==> config.mk <==
export PLATFORM = sky130hd
export DESIGN_NAME = logic_unit_32
export DESIGN_NICKNAME = d
export VERILOG_FILES = /design/src/rtl/logic_unit_32.sv
export SDC_FILE = /design/constraint.sdc
export NUM_CORES = 1
export LEC_CHECK = 0
export ABC_CLOCK_PERIOD_IN_PS = 3800
export CAP_MARGIN = 20
export CORE_UTILIZATION = 29
export DETAILED_ROUTE_END_ITERATION = 16
export GPL_TIMING_DRIVEN = 0
export SYNTH_ARGS = -nofsm -noshare
export SYNTH_HDL_FRONTEND = slang
export SYNTH_SLANG_ARGS = --single-unit
==> constraint.sdc <==
create_clock -name clk -period 3.8 [get_ports clk]
set_input_delay 0.95 -clock clk [delete_from_list [all_inputs] [get_ports clk]]
set_output_delay 0.95 -clock clk [all_outputs]
set_load 0.05 [all_outputs]
==> src/rtl/logic_unit_32.sv <==
// rtl/logic_unit_32.sv - registered bitwise logic unit with result flags
//
// Purpose:
//   Single-cycle execute-stage functional unit. Applies one of eight bitwise
//   functions to a and b, selected by ctl, and registers the result together
//   with zero / all-ones / parity flags. Optional population count output is
//   enabled by defining LU_POPCNT_EN.
//
// Ports:
//   clk        in   rising-edge clock
//   rst        in   synchronous active-high reset
//   in_valid   in   a, b, ctl valid this cycle
//   a, b       in   WIDTH-bit operands
//   ctl        in   3-bit function select
//                   000 AND, 001 OR, 010 XOR, 011 NOR,
//                   100 NAND, 101 XNOR, 110 ANDN (a & ~b), 111 NOT (~a)
//   out        out  registered result
//   out_valid  out  one-cycle strobe per accepted operation
//   zero       out  registered out == 0
//   ones       out  registered out == all ones
//   parity     out  registered XOR-reduction of out
//   popcnt     out  registered count of ones in out (LU_POPCNT_EN only)

module logic_unit_32 #(
  parameter int WIDTH = 32
) (
  input  logic                     clk,
  input  logic                     rst,
  input  logic                     in_valid,
  input  logic [WIDTH-1:0]         a,
  input  logic [WIDTH-1:0]         b,
  input  logic [2:0]               ctl,
  output logic [WIDTH-1:0]         out,
  output logic                     out_valid,
  output logic                     zero,
  output logic                     ones,
`ifdef LU_POPCNT_EN
  output logic                     parity,
  output logic [$clog2(WIDTH):0]   popcnt
`else
  output logic                     parity
`endif
);

  localparam int CW = $clog2(WIDTH) + 1;

  logic [WIDTH-1:0] out_q, out_d;
  logic             valid_q;
  logic             zero_q, zero_d;
  logic             ones_q, ones_d;
  logic             parity_q, parity_d;

  // Combinational function select.
  always_comb begin
    out_d = '0;
    unique case (ctl)
      3'b000:  out_d = a & b;
      3'b001:  out_d = a | b;
      3'b010:  out_d = a ^ b;
      3'b011:  out_d = ~(a | b);
      3'b100:  out_d = ~(a & b);
      3'b101:  out_d = ~(a ^ b);
      3'b110:  out_d = a & ~b;
      3'b111:  out_d = ~a;
      default: out_d = '0;
    endcase
  end

  // Flags are derived from the new result so they update on the same edge.
  always_comb begin
    zero_d   = (out_d == '0);
    ones_d   = (out_d == {WIDTH{1'b1}});
    parity_d = ^out_d;
  end

  always_ff @(posedge clk) begin
    if (rst) begin
      out_q    <= '0;
      valid_q  <= 1'b0;
      zero_q   <= 1'b1;
      ones_q   <= 1'b0;
      parity_q <= 1'b0;
    end else begin
      valid_q <= in_valid;
      if (in_valid) begin
        out_q    <= out_d;
        zero_q   <= zero_d;
        ones_q   <= ones_d;
        parity_q <= parity_d;
      end
    end
  end

  assign out       = out_q;
  assign out_valid = valid_q;
  assign zero      = zero_q;
  assign ones      = ones_q;
  assign parity    = parity_q;

`ifdef LU_POPCNT_EN
  logic [CW-1:0] popcnt_q, popcnt_d;

  always_comb begin
    popcnt_d = '0;
    for (int i = 0; i < WIDTH; i++) begin
      popcnt_d = popcnt_d + CW'(out_d[i]);
    end
  end

  always_ff @(posedge clk) begin
    if (rst) begin
      popcnt_q <= '0;
    end else if (in_valid) begin
      popcnt_q <= popcnt_d;
    end
  end

  assign popcnt = popcnt_q;
`endif

endmodule

==> impl_metrics.json, run 1 <==
{
  "row_count": 49,
  "die-width_um": 140,
  "report.final.slew_viol_count": 0,
  "mappedNetlistArea_um2": 5490,
  "ctsHoldBuffers": 0,
  "endpoint_kind": "register",
  "worstPathMaxFanout": 4,
  "rr_endpoint": "parity",
  "ys_top_cells_by_count": "128 x ha_1, 104 x inv_1, 97 x mux2i_1, 37 x nand2_1, 36 x dfxtp_1",
  "share_clk_of_total_power": 0.216,
  "gp_congestion": 0.826,
  "coreArea_um2": 18300,
  "max_incr_delay_on_cp_ns": 0.55,
  "number_of_nets_in_the_finished_design": 931,
  "ys_async_sr_fraction": 0,
  "hold_path_class": "register to register",
  "critPathBufInv": 2,
  "final_area_um2": 7170,
  "diodes_inserted": 0,
  "clock_skew_ns": 0,
  "final-seq-area_um2": 721,
  "fillerInstances": 1869,
  "final_min_period_over_clock_period": 0.958,
  "area.growth.synth_to_final_pct": 30.7,
  "cp_slowest_cell": "clkdlybuf4s50_1",
  "ys_dominant_reg_cell": "dfxtp_1",
  "port_buffers": 101,
  "syn_inst_count": 624,
  "io-pin-count": 106,
  "syn-mean-instance-area_um2": 8.79,
  "synth.yosys.warnings": 0,
  "dpl-instance-area_um2": 6790,
  "vias": 4557,
  "cts_buffers": 5,
  "timing.rr.start": "parity",
  "setup.worst_path.start_class": "primary input",
  "totalWireLength_um": 15000,
  "number_of_cells_on_the_worst_reg_to_reg_path": 2,
  "path_cells": "clkdlybuf4s50_1 -> inv_1 -> ha_1 -> mux2_4 -> mux4_2 -> ha_1 -> xnor2_2 -> xnor2_1 -> xnor2_1 -> xnor2_1 -> a211oi_1",
  "cts_max_level": 2,
  "worstSkewPairLatency_ns": 0.28,
  "grt_antenna_before_repair": 0,
  "final_cell_count_no_fill": 963,
  "clk_pin_slew_worst_paths_ns": 0.05,
  "seq_power_share": 0.227,
  "timing.hold.worst.start": "out[31]",
  "multi_input_area_um2": 4390,
  "slew_at_the_pin_closest_to_its_max_slew_limit_ns": 0.711,
  "clkSinkCount": 36,
  "switching_component_of_the_power_uw": 762,
  "drt_first_iter_violations": 141,
  "postSynthNetCount": 822,
  "clockBufferDepth": 2,
  "post_synth_edffs": 0,
  "ys_types": 26,
  "grt_first_pass_wirelength_um": 24100,
  "routedWlPerCell_um": 15.6,
  "global_route.overflow_total": 0,
  "whs_endpoint": "out[31]",
  "grt_start_max_net_pins": 12,
  "power.share.combinational": 0.557,
  "hpwlAfterDp_um": 11900,
  "grtUsageTotal": 0.156,
  "period_needed_ns": 3.64,
  "cts-root-buf": "clkbuf_16",
  "vias_per_std_cell": 4.73,
  "delay_heaviest_family_cp": "multiplexers",
  "achievable-frequency_mhz": 275,
  "yosys.cell_count.top_type": "ha_1",
  "setup_viol": 0,
  "r2r_setup_slack_ns": 3.05,
  "drtPass1Iterations": 4,
  "drt.antenna.violating_nets": 0,
  "worst-endpoint-arrival_ns": 3.84,
  "critical_path_cell_count": 11,
  "effective_utilization_at_floorplan": 0.300,
  "yosysTopAreaCell": "ha_1",
  "switching_share": 0.395,
  "report.final.hold_viol_count": 0,
  "first_global_vias": 4654,
  "hold-path-cell-count": 2,
  "irDropWorstVdd_mv": 0.186,
  "synth_seq_area_share": 0.131,
  "timing.slew.headroom": 0.526,
  "tritoncts_clock_tree": "done",
  "drive_gt1_frac": 0.136,
  "placed_cell_count": 954,
  "post-route-drc-count": 0,
  "synth-seq-cells": 36,
  "status": "completed",
  "p_int_mw": 1.17,
  "synth_largest_type_area_fraction": 0.292,
  "timing.setup.critical_path_class": "primary input to register",
  "leakage_nw": 3.53,
  "worst_ep_required_time_ns": 4.00,
  "power.density_nw_per_um2": 269,
  "post-layout-total-power_mw": 1.93,
  "critical-path-top-cell-by-count": "xnor2_1",
  "die_area_um2": 19500,
  "max_cap_violations": 0,
  "synth.top_cells.by_area": "ha_1 29%, mux2i_1 18%, dfxtp_1 13%, inv_1 7.1%, mux4_2 4.1%",
  "dieHeight_um": 140
}
==> registers in the layout, indices dropped and copies added (netlist names) <==
name       cells
ones           1
out           32
out_valid      1
parity         1
zero           1
==> power by group through the flow <==
stage               clock, mW  sequential (mW)  combinational [mW]
global route            0.435            0.440                1.18
CTS                     0.422            0.437                1.06
floorplan                   0            0.551               0.601
detailed placement          0            0.444                1.02
global placement            0            0.445                1.01
finish                  0.417            0.438                1.07
==> metrics by stage <==
| stage | setup WS, ns | util | TNS, ns | hold slack (ns) |
|---|---|---|---|---|
| finish | 0.159 | 0.392 | 0 | 0.490 |
| global route | -0.00117 | 0.392 | -0.00117 | 0.509 |
| CTS | 0.00652 | 0.389 | 0 | 0.498 |
| detailed placement | -0.472 | 0.371 | -0.671 | 0.481 |
| global placement | -0.409 | 0.371 | -0.457 | 0.479 |
| floorplan | 0.633 | - | 0 | 0.702 |
==> cell usage in the layout (no fill, tap or decap), types with 5 or more instances in the layout <==
master	n
a211oi_1	5
a32oi_1	22
buf_2	11
clkbuf_1	16
clkbuf_16	5
clkdlybuf4s50_1	96
dfxtp_1	36
dlymetal6s2s_1	5
ha_1	128
inv_1	104
mux2_2	6
mux2i_1	97
mux4_2	10
nand2_1	37
nand4_1	8
nor2_1	35
o21ai_0	15
o221ai_2	15
o221ai_4	5
or2_2	22
xnor2_1	13
xor2_1	10
==> worst min-delay path, cell delays in order, from the launching register on <==
cell     delay [ns]
dfxtp_1        0.32
mux2i_1        0.06
nor2_1         0.07
==> how the worst max path moves through the flow <==
stage               startpoint     end
floorplan                a[20]  parity
CTS                     ctl[2]  parity
global route             a[13]  parity
finish                   a[13]  parity
detailed placement      ctl[2]  parity
global placement        ctl[2]  parity
==> logic make-up (layout without fill, tap and decap cells) <==
kind of cell | Yosys count | in the layout | synth area share
AO/OA/AOI/OAI | 69 | 69 | 0.101
buffers and inverters | 142 | 252 | 0.105
flip-flops | 36 | 36 | 0.131
adder cells (fa/ha/maj) | 128 | 128 | 0.292
multiplexers | 117 | 117 | 0.241
XOR/XNOR | 25 | 25 | 0.0399
AND/OR/NAND/NOR | 107 | 107 | 0.0891
==> layer usage <==
layer | wire (um) | vias to the layer above | track usage | share of wire
met2 | 7050 | 92 | 0.269 | 0.47
li1 | - | 2337 | - | -
met4 | 119 | 0 | 0.0324 | 0.0079
met1 | 7240 | 2121 | 0.209 | 0.48
met5 | 0 | - | 0 | 0
met3 | 608 | 7 | 0.0193 | 0.040
==> area by class of cell <==
class / count / share of cell area
flip-flops and latches: 36 / 0.101
clock inverters: 1 / 0.00105
multi-input cells: 446 / 0.612
plain buffers: 38 / 0.0283
repair buffers: 102 / 0.144
clock buffers: 7 / 0.0199
well taps: 229 / 0.0400
inverters: 104 / 0.0544
==> what timing repair did <==
| action | CTS | global route |
|---|---|---|
| buffers inserted | 0 | 1 |
| pin swaps | 0 | 2 |
| gates cloned | 0 | 0 |
| setup endpoints to repair | 1 | 1 |
| resized for setup | 29 | 17 |
Note: power is estimated with default switching activity, not from simulation.
==> inputs of run 2 (changes only) <==
--- a/config.mk
+++ b/config.mk
@@ -9,7 +9,9 @@
 export CAP_MARGIN = 20
 export CORE_UTILIZATION = 29
 export DETAILED_ROUTE_END_ITERATION = 16
+export GPL_ROUTABILITY_DRIVEN = 0
 export GPL_TIMING_DRIVEN = 0
+export REMOVE_ABC_BUFFERS = 1
 export SYNTH_ARGS = -nofsm -noshare
 export SYNTH_HDL_FRONTEND = slang
 export SYNTH_SLANG_ARGS = --single-unit
==> impl_metrics.json, run 2 (same netlist as run 1, synthesis figures left out) <==
{
  "power.density_nw_per_um2": 266,
  "global_route.overflow_total": 0,
  "irDropWorstVdd_mv": 0.187,
  "hpwlAfterDp_um": 9870,
  "worstPathMaxFanout": 4,
  "ctsHoldBuffers": 0,
  "final_area_um2": 6900,
  "die-width_um": 140,
  "cts_max_level": 2,
  "worstSkewPairLatency_ns": 0.27,
  "drtPass1Iterations": 4,
  "row_count": 49,
  "endpoint_kind": "register",
  "max_cap_violations": 0,
  "worst_hold_slack_ns": 0.495,
  "gr-max-usage-layer": "met2",
  "drt.antenna.violating_nets": 0,
  "totalWireLength_um": 12800,
  "worst-endpoint-arrival_ns": 3.82,
  "port_buffers": 105,
  "clk_pin_slew_worst_paths_ns": 0.06,
  "routedWlPerCell_um": 13.7,
  "grt_first_pass_wirelength_um": 20700,
  "fillerInstances": 1850,
  "timing.setup.critical_path_class": "primary input to register",
  "grt_start_max_net_pins": 78,
  "die_area_um2": 19500,
  "mostFrequentLayoutCells": "128 x ha_1, 104 x inv_1, 99 x clkdlybuf4s50_1",
  "area.growth.synth_to_final_pct": 25.7,
  "global_route.usage.met3": 0.0175,
  "achievable-frequency_mhz": 275,
  "cts_buffers": 5,
  "vias": 4396,
  "report.final.slew_viol_count": 0,
  "grtUsageTotal": 0.132,
  "period_needed_ns": 3.63,
  "grtUsageMet1": 0.176,
  "setup_viol": 0,
  "layout_commonest_cell": "ha_1",
  "leakage_nw": 3.41,
  "rr_endpoint": "out[15]",
  "endpoint": "parity",
  "timing.slew.headroom": 0.454,
  "tritoncts_clock_tree": "done",
  "setup.worst_path.start_class": "primary input",
  "post-place-ws_ns": -1.14,
  "grt_setup_unrepaired": "false",
  "final_min_period_over_clock_period": 0.956,
  "final.setup.worst_slack_ns": 0.166,
  "grt_antenna_before_repair": 0,
  "first_global_vias": 4173,
  "slew_at_the_pin_closest_to_its_max_slew_limit_ns": 0.818,
  "worst_ep_required_time_ns": 3.99,
  "largest_register_ffs": 32,
  "post-route-drc-count": 0,
  "dpl-instance-area_um2": 6740,
  "drive_gt1_frac": 0.0953,
  "multi_input_area_um2": 4220,
  "clockBufferDepth": 2,
  "dieHeight_um": 140,
  "number_of_cells_on_the_worst_reg_to_reg_path": 2,
  "io-pin-count": 106,
  "clock_skew_ns": 0,
  "post-layout-total-power_mw": 1.83,
  "final-seq-area_um2": 721,
  "cts-root-buf": "clkbuf_16",
  "effective_utilization_at_floorplan": 0.300,
  "number_of_nets_in_the_finished_design": 901,
  "vias_per_std_cell": 4.72,
  "timing.rr.start": "out[15]",
  "drt_first_iter_violations": 152,
  "timing.hold.worst.start": "out[29]",
  "hold_path_class": "register to register",
  "diodes_inserted": 0,
  "grt_use_met2": 0.229,
  "coreArea_um2": 18300,
  "crit_path_launch": "a[20]",
  "clkSinkCount": 36,
  "status": "completed",
  "report.final.hold_viol_count": 0,
  "finalCoreUtilization": 0.378,
  "r2r_setup_slack_ns": 3.06
}
run 2: changes by cell type in the layout (fill, tap and decap cells not counted), sizes merged:
cell / change
buf: -9
clkdlybuf4s50: +3
dlymetal6s2s: -4
clkdlybuf4s18: +1
clkbuf: -23
clkinv: +1
run 2: what timing repair did:
| item | 4_1_cts | 5_1_grt |
|---|---|---|
| gates resized for setup | 7 | 4 |
| pin swaps | 0 | 0 |
| setup buffers | 0 | 0 |
| setup endpoints to repair | 3 | 1 |
run 2: power breakdown:
group | leakage (nW) | switching (mW) | internal (mW)
logic | 3.05 | 0.536 | 0.465
clock network | 0.0657 | 0.161 | 0.238
registers | 0.297 | 0.0221 | 0.412
run 2: how the worst min path moves through the flow:
| stage | endpoint | depth (start not counted) |
|---|---|---|
| 6_report | out[29] | 2 |
| 3_3_place_gp | zero | 2 |
| 5_1_grt | out[7] | 2 |
| 2_1_floorplan | out[1] | 2 |
| 3_5_place_dp | zero | 2 |
| 4_1_cts | zero | 2 |
run 2: cell type report:
class | count | area share
multi-input combinational | 446 | 0.612
timing repair buffer | 110 | 0.166
sequential | 36 | 0.104
inverter | 104 | 0.0566
tap | 229 | 0.0415
clock buffer | 5 | 0.0181
clock inverter | 2 | 0.00181
run 2: through the flow:
step                      setup TNS (ns)  instances
after floorplan                        0        586
after global placement           -100.53        920
after detailed placement           -3.72        925
after CTS                              0        932
after global routing                   0        932
final                                  0        932
run 2: metal layers:
layer | share of wire | routed length (um)
met4 | 0.0038 | 49
met2 | 0.47 | 5960
met5 | 0 | 0
met1 | 0.50 | 6340
met3 | 0.032 | 411
run 2: critical path, cell delays in order:
cell,delay [ns]
clkdlybuf4s50_1,0.53
inv_1,0.06
ha_1,0.31
mux2_4,0.27
mux4_2,0.54
ha_1,0.33
xnor2_1,0.19
xnor2_1,0.15
xnor2_1,0.16
xnor2_1,0.11
a211oi_1,0.23
==> inputs of run 3 (changes only) <==
--- a/config.mk
+++ b/config.mk
@@ -9,8 +9,8 @@
 export CAP_MARGIN = 20
 export CORE_UTILIZATION = 29
 export DETAILED_ROUTE_END_ITERATION = 16
-export GPL_ROUTABILITY_DRIVEN = 0
 export GPL_TIMING_DRIVEN = 0
+export PLACE_DENSITY = 0.48
 export REMOVE_ABC_BUFFERS = 1
 export SYNTH_ARGS = -nofsm -noshare
 export SYNTH_HDL_FRONTEND = slang
==> impl_metrics.json, run 3 (same netlist as run 1, synthesis figures left out) <==
{
  "post-place-ws_ns": -0.993,
  "grt_first_pass_wirelength_um": 23500,
  "power.share.combinational": 0.535,
  "multi_input_area_um2": 4210,
  "grtUsageTotal": 0.151,
  "post-layout-total-power_mw": 1.89,
  "diodes_inserted": 0,
  "global_route.usage.met3": 0.0282,
  "grt_start_max_net_pins": 77,
  "fillerInstances": 1822,
  "report.final.hold_viol_count": 0,
  "hpwlAfterDp_um": 11300,
  "first_global_vias": 4761,
  "endpoint_kind": "register",
  "p_int_mw": 1.14,
  "critPathBufInv": 2,
  "number_of_nets_in_the_finished_design": 903,
  "delay_heaviest_family_cp": "multiplexers",
  "setup.worst_path.start_class": "primary input",
  "cp_slowest_cell": "clkdlybuf4s50_1",
  "share_clk_of_total_power": 0.235,
  "post-route-drc-count": 0,
  "cts_buffers": 5,
  "drt_first_iter_violations": 152,
  "period_needed_ns": 3.62,
  "timing.rr.start": "out[23]",
  "setup_viol": 0,
  "hold_path_class": "register to register",
  "port_buffers": 105,
  "timing.setup.critical_path_class": "primary input to register",
  "dpl-instance-area_um2": 6780,
  "worst_ep_required_time_ns": 4.00,
  "final_min_period_over_clock_period": 0.952,
  "routedWlPerCell_um": 15.5,
  "gr-max-usage-layer": "met2",
  "max_incr_delay_on_cp_ns": 0.53,
  "timing.hold.worst.start": "out[4]",
  "grt_setup_unrepaired": "false",
  "tritoncts_clock_tree": "done",
  "final.setup.worst_slack_ns": 0.184,
  "worstPathMaxFanout": 4,
  "irDropWorstVdd_mv": 0.112,
  "switching_component_of_the_power_uw": 743,
  "cts-root-buf": "clkbuf_16",
  "power.density_nw_per_um2": 272,
  "cts_max_level": 2,
  "worstSkewPairLatency_ns": 0.29,
  "grt_antenna_before_repair": 0,
  "io-pin-count": 106,
  "seq_power_share": 0.229,
  "clockBufferDepth": 2,
  "critical-path-top-cell-by-count": "xnor2_1",
  "drt.antenna.violating_nets": 0,
  "crit_path_launch": "a[13]",
  "leakage_nw": 3.42,
  "die_area_um2": 19500,
  "worst-endpoint-arrival_ns": 3.82,
  "status": "completed",
  "vias_per_std_cell": 4.88,
  "effective_utilization_at_floorplan": 0.300,
  "clock_skew_ns": 0,
  "mostFrequentLayoutCells": "128 x ha_1, 104 x inv_1, 100 x clkdlybuf4s50_1",
  "final-seq-area_um2": 721,
  "ctsHoldBuffers": 0,
  "clk_pin_slew_worst_paths_ns": 0.06,
  "row_count": 49,
  "die-width_um": 140,
  "vias": 4564,
  "worst_hold_slack_ns": 0.493,
  "global_route.overflow_total": 0,
  "gp_congestion": 0.722,
  "timing.slew.headroom": 0.432,
  "final_cell_count_no_fill": 935,
  "report.final.slew_viol_count": 0,
  "final_area_um2": 6950,
  "grtUsageMet1": 0.183,
  "switching_share": 0.394,
  "drive_gt1_frac": 0.0977,
  "clkSinkCount": 36,
  "dieHeight_um": 140,
  "drtPass1Iterations": 4,
  "max_cap_violations": 0,
  "layout_commonest_cell": "ha_1",
  "totalWireLength_um": 14500,
  "grt_use_met2": 0.278,
  "placed_cell_count": 927,
  "area.growth.synth_to_final_pct": 26.6,
  "largest_register_ffs": 32,
  "path_cells": "clkdlybuf4s50_1 -> inv_1 -> ha_1 -> mux2_4 -> mux4_2 -> ha_1 -> xnor2_1 -> xnor2_1 -> xnor2_1 -> xnor2_1 -> a211oi_1",
  "slew_at_the_pin_closest_to_its_max_slew_limit_ns": 0.852,
  "achievable-frequency_mhz": 277,
  "coreArea_um2": 18300
}
run 3: final timing paths:
kind / end / slack (ns) / depth (start not counted)
setup / recovery: parity / 0.18 / 11
setup reg to reg: out[23] / 3.08 / 2
hold reg to reg: out[4] / 0.49 / 2
hold / removal: out[4] / 0.49 / 2
run 3: layout make-up:
class	count	share of cell area
multi-input cells	446	0.606
repair buffers	112	0.171
flip-flops and latches	36	0.104
inverters	104	0.0562
well taps	229	0.0413
clock buffers	7	0.0205
clock inverters	1	0.00108
run 3: layer usage:
layer  wire length, um  vias up
li1                  -     2285
met1              6680     2190
met2              7250       80
met3               482        9
met4                75        0
met5                 0        -
run 3: timing repair:
item | 4_1_cts | 5_1_grt
endpoints found under the setup margin | 3 | 1
resized for setup | 4 | 3
buffers inserted | 0 | 0
run 3: power by group through the flow:
stage | clock network (mW) | registers (mW) | logic, mW
6_report | 0.444 | 0.433 | 1.01
5_1_grt | 0.473 | 0.437 | 1.11
4_1_cts | 0.455 | 0.434 | 1.03
3_5_place_dp | 0 | 0.442 | 1.02
3_3_place_gp | 0 | 0.443 | 1.00
2_1_floorplan | 0 | 0.551 | 0.548
run 3: worst register-to-register path, cell delays in order (launching register included):
cell	delay, ns
dfxtp_1	0.35
nor2_1	0.05
a211oi_1	0.24
run 3: stage by stage:
| step | TNS (ns) | utilization |
|---|---|---|
| floorplan | 0 | - |
| global placement | -95.46 | 0.363 |
| detailed placement | -2.07 | 0.371 |
| CTS | 0 | 0.380 |
| global route | 0 | 0.380 |
| finish | 0 | 0.380 |
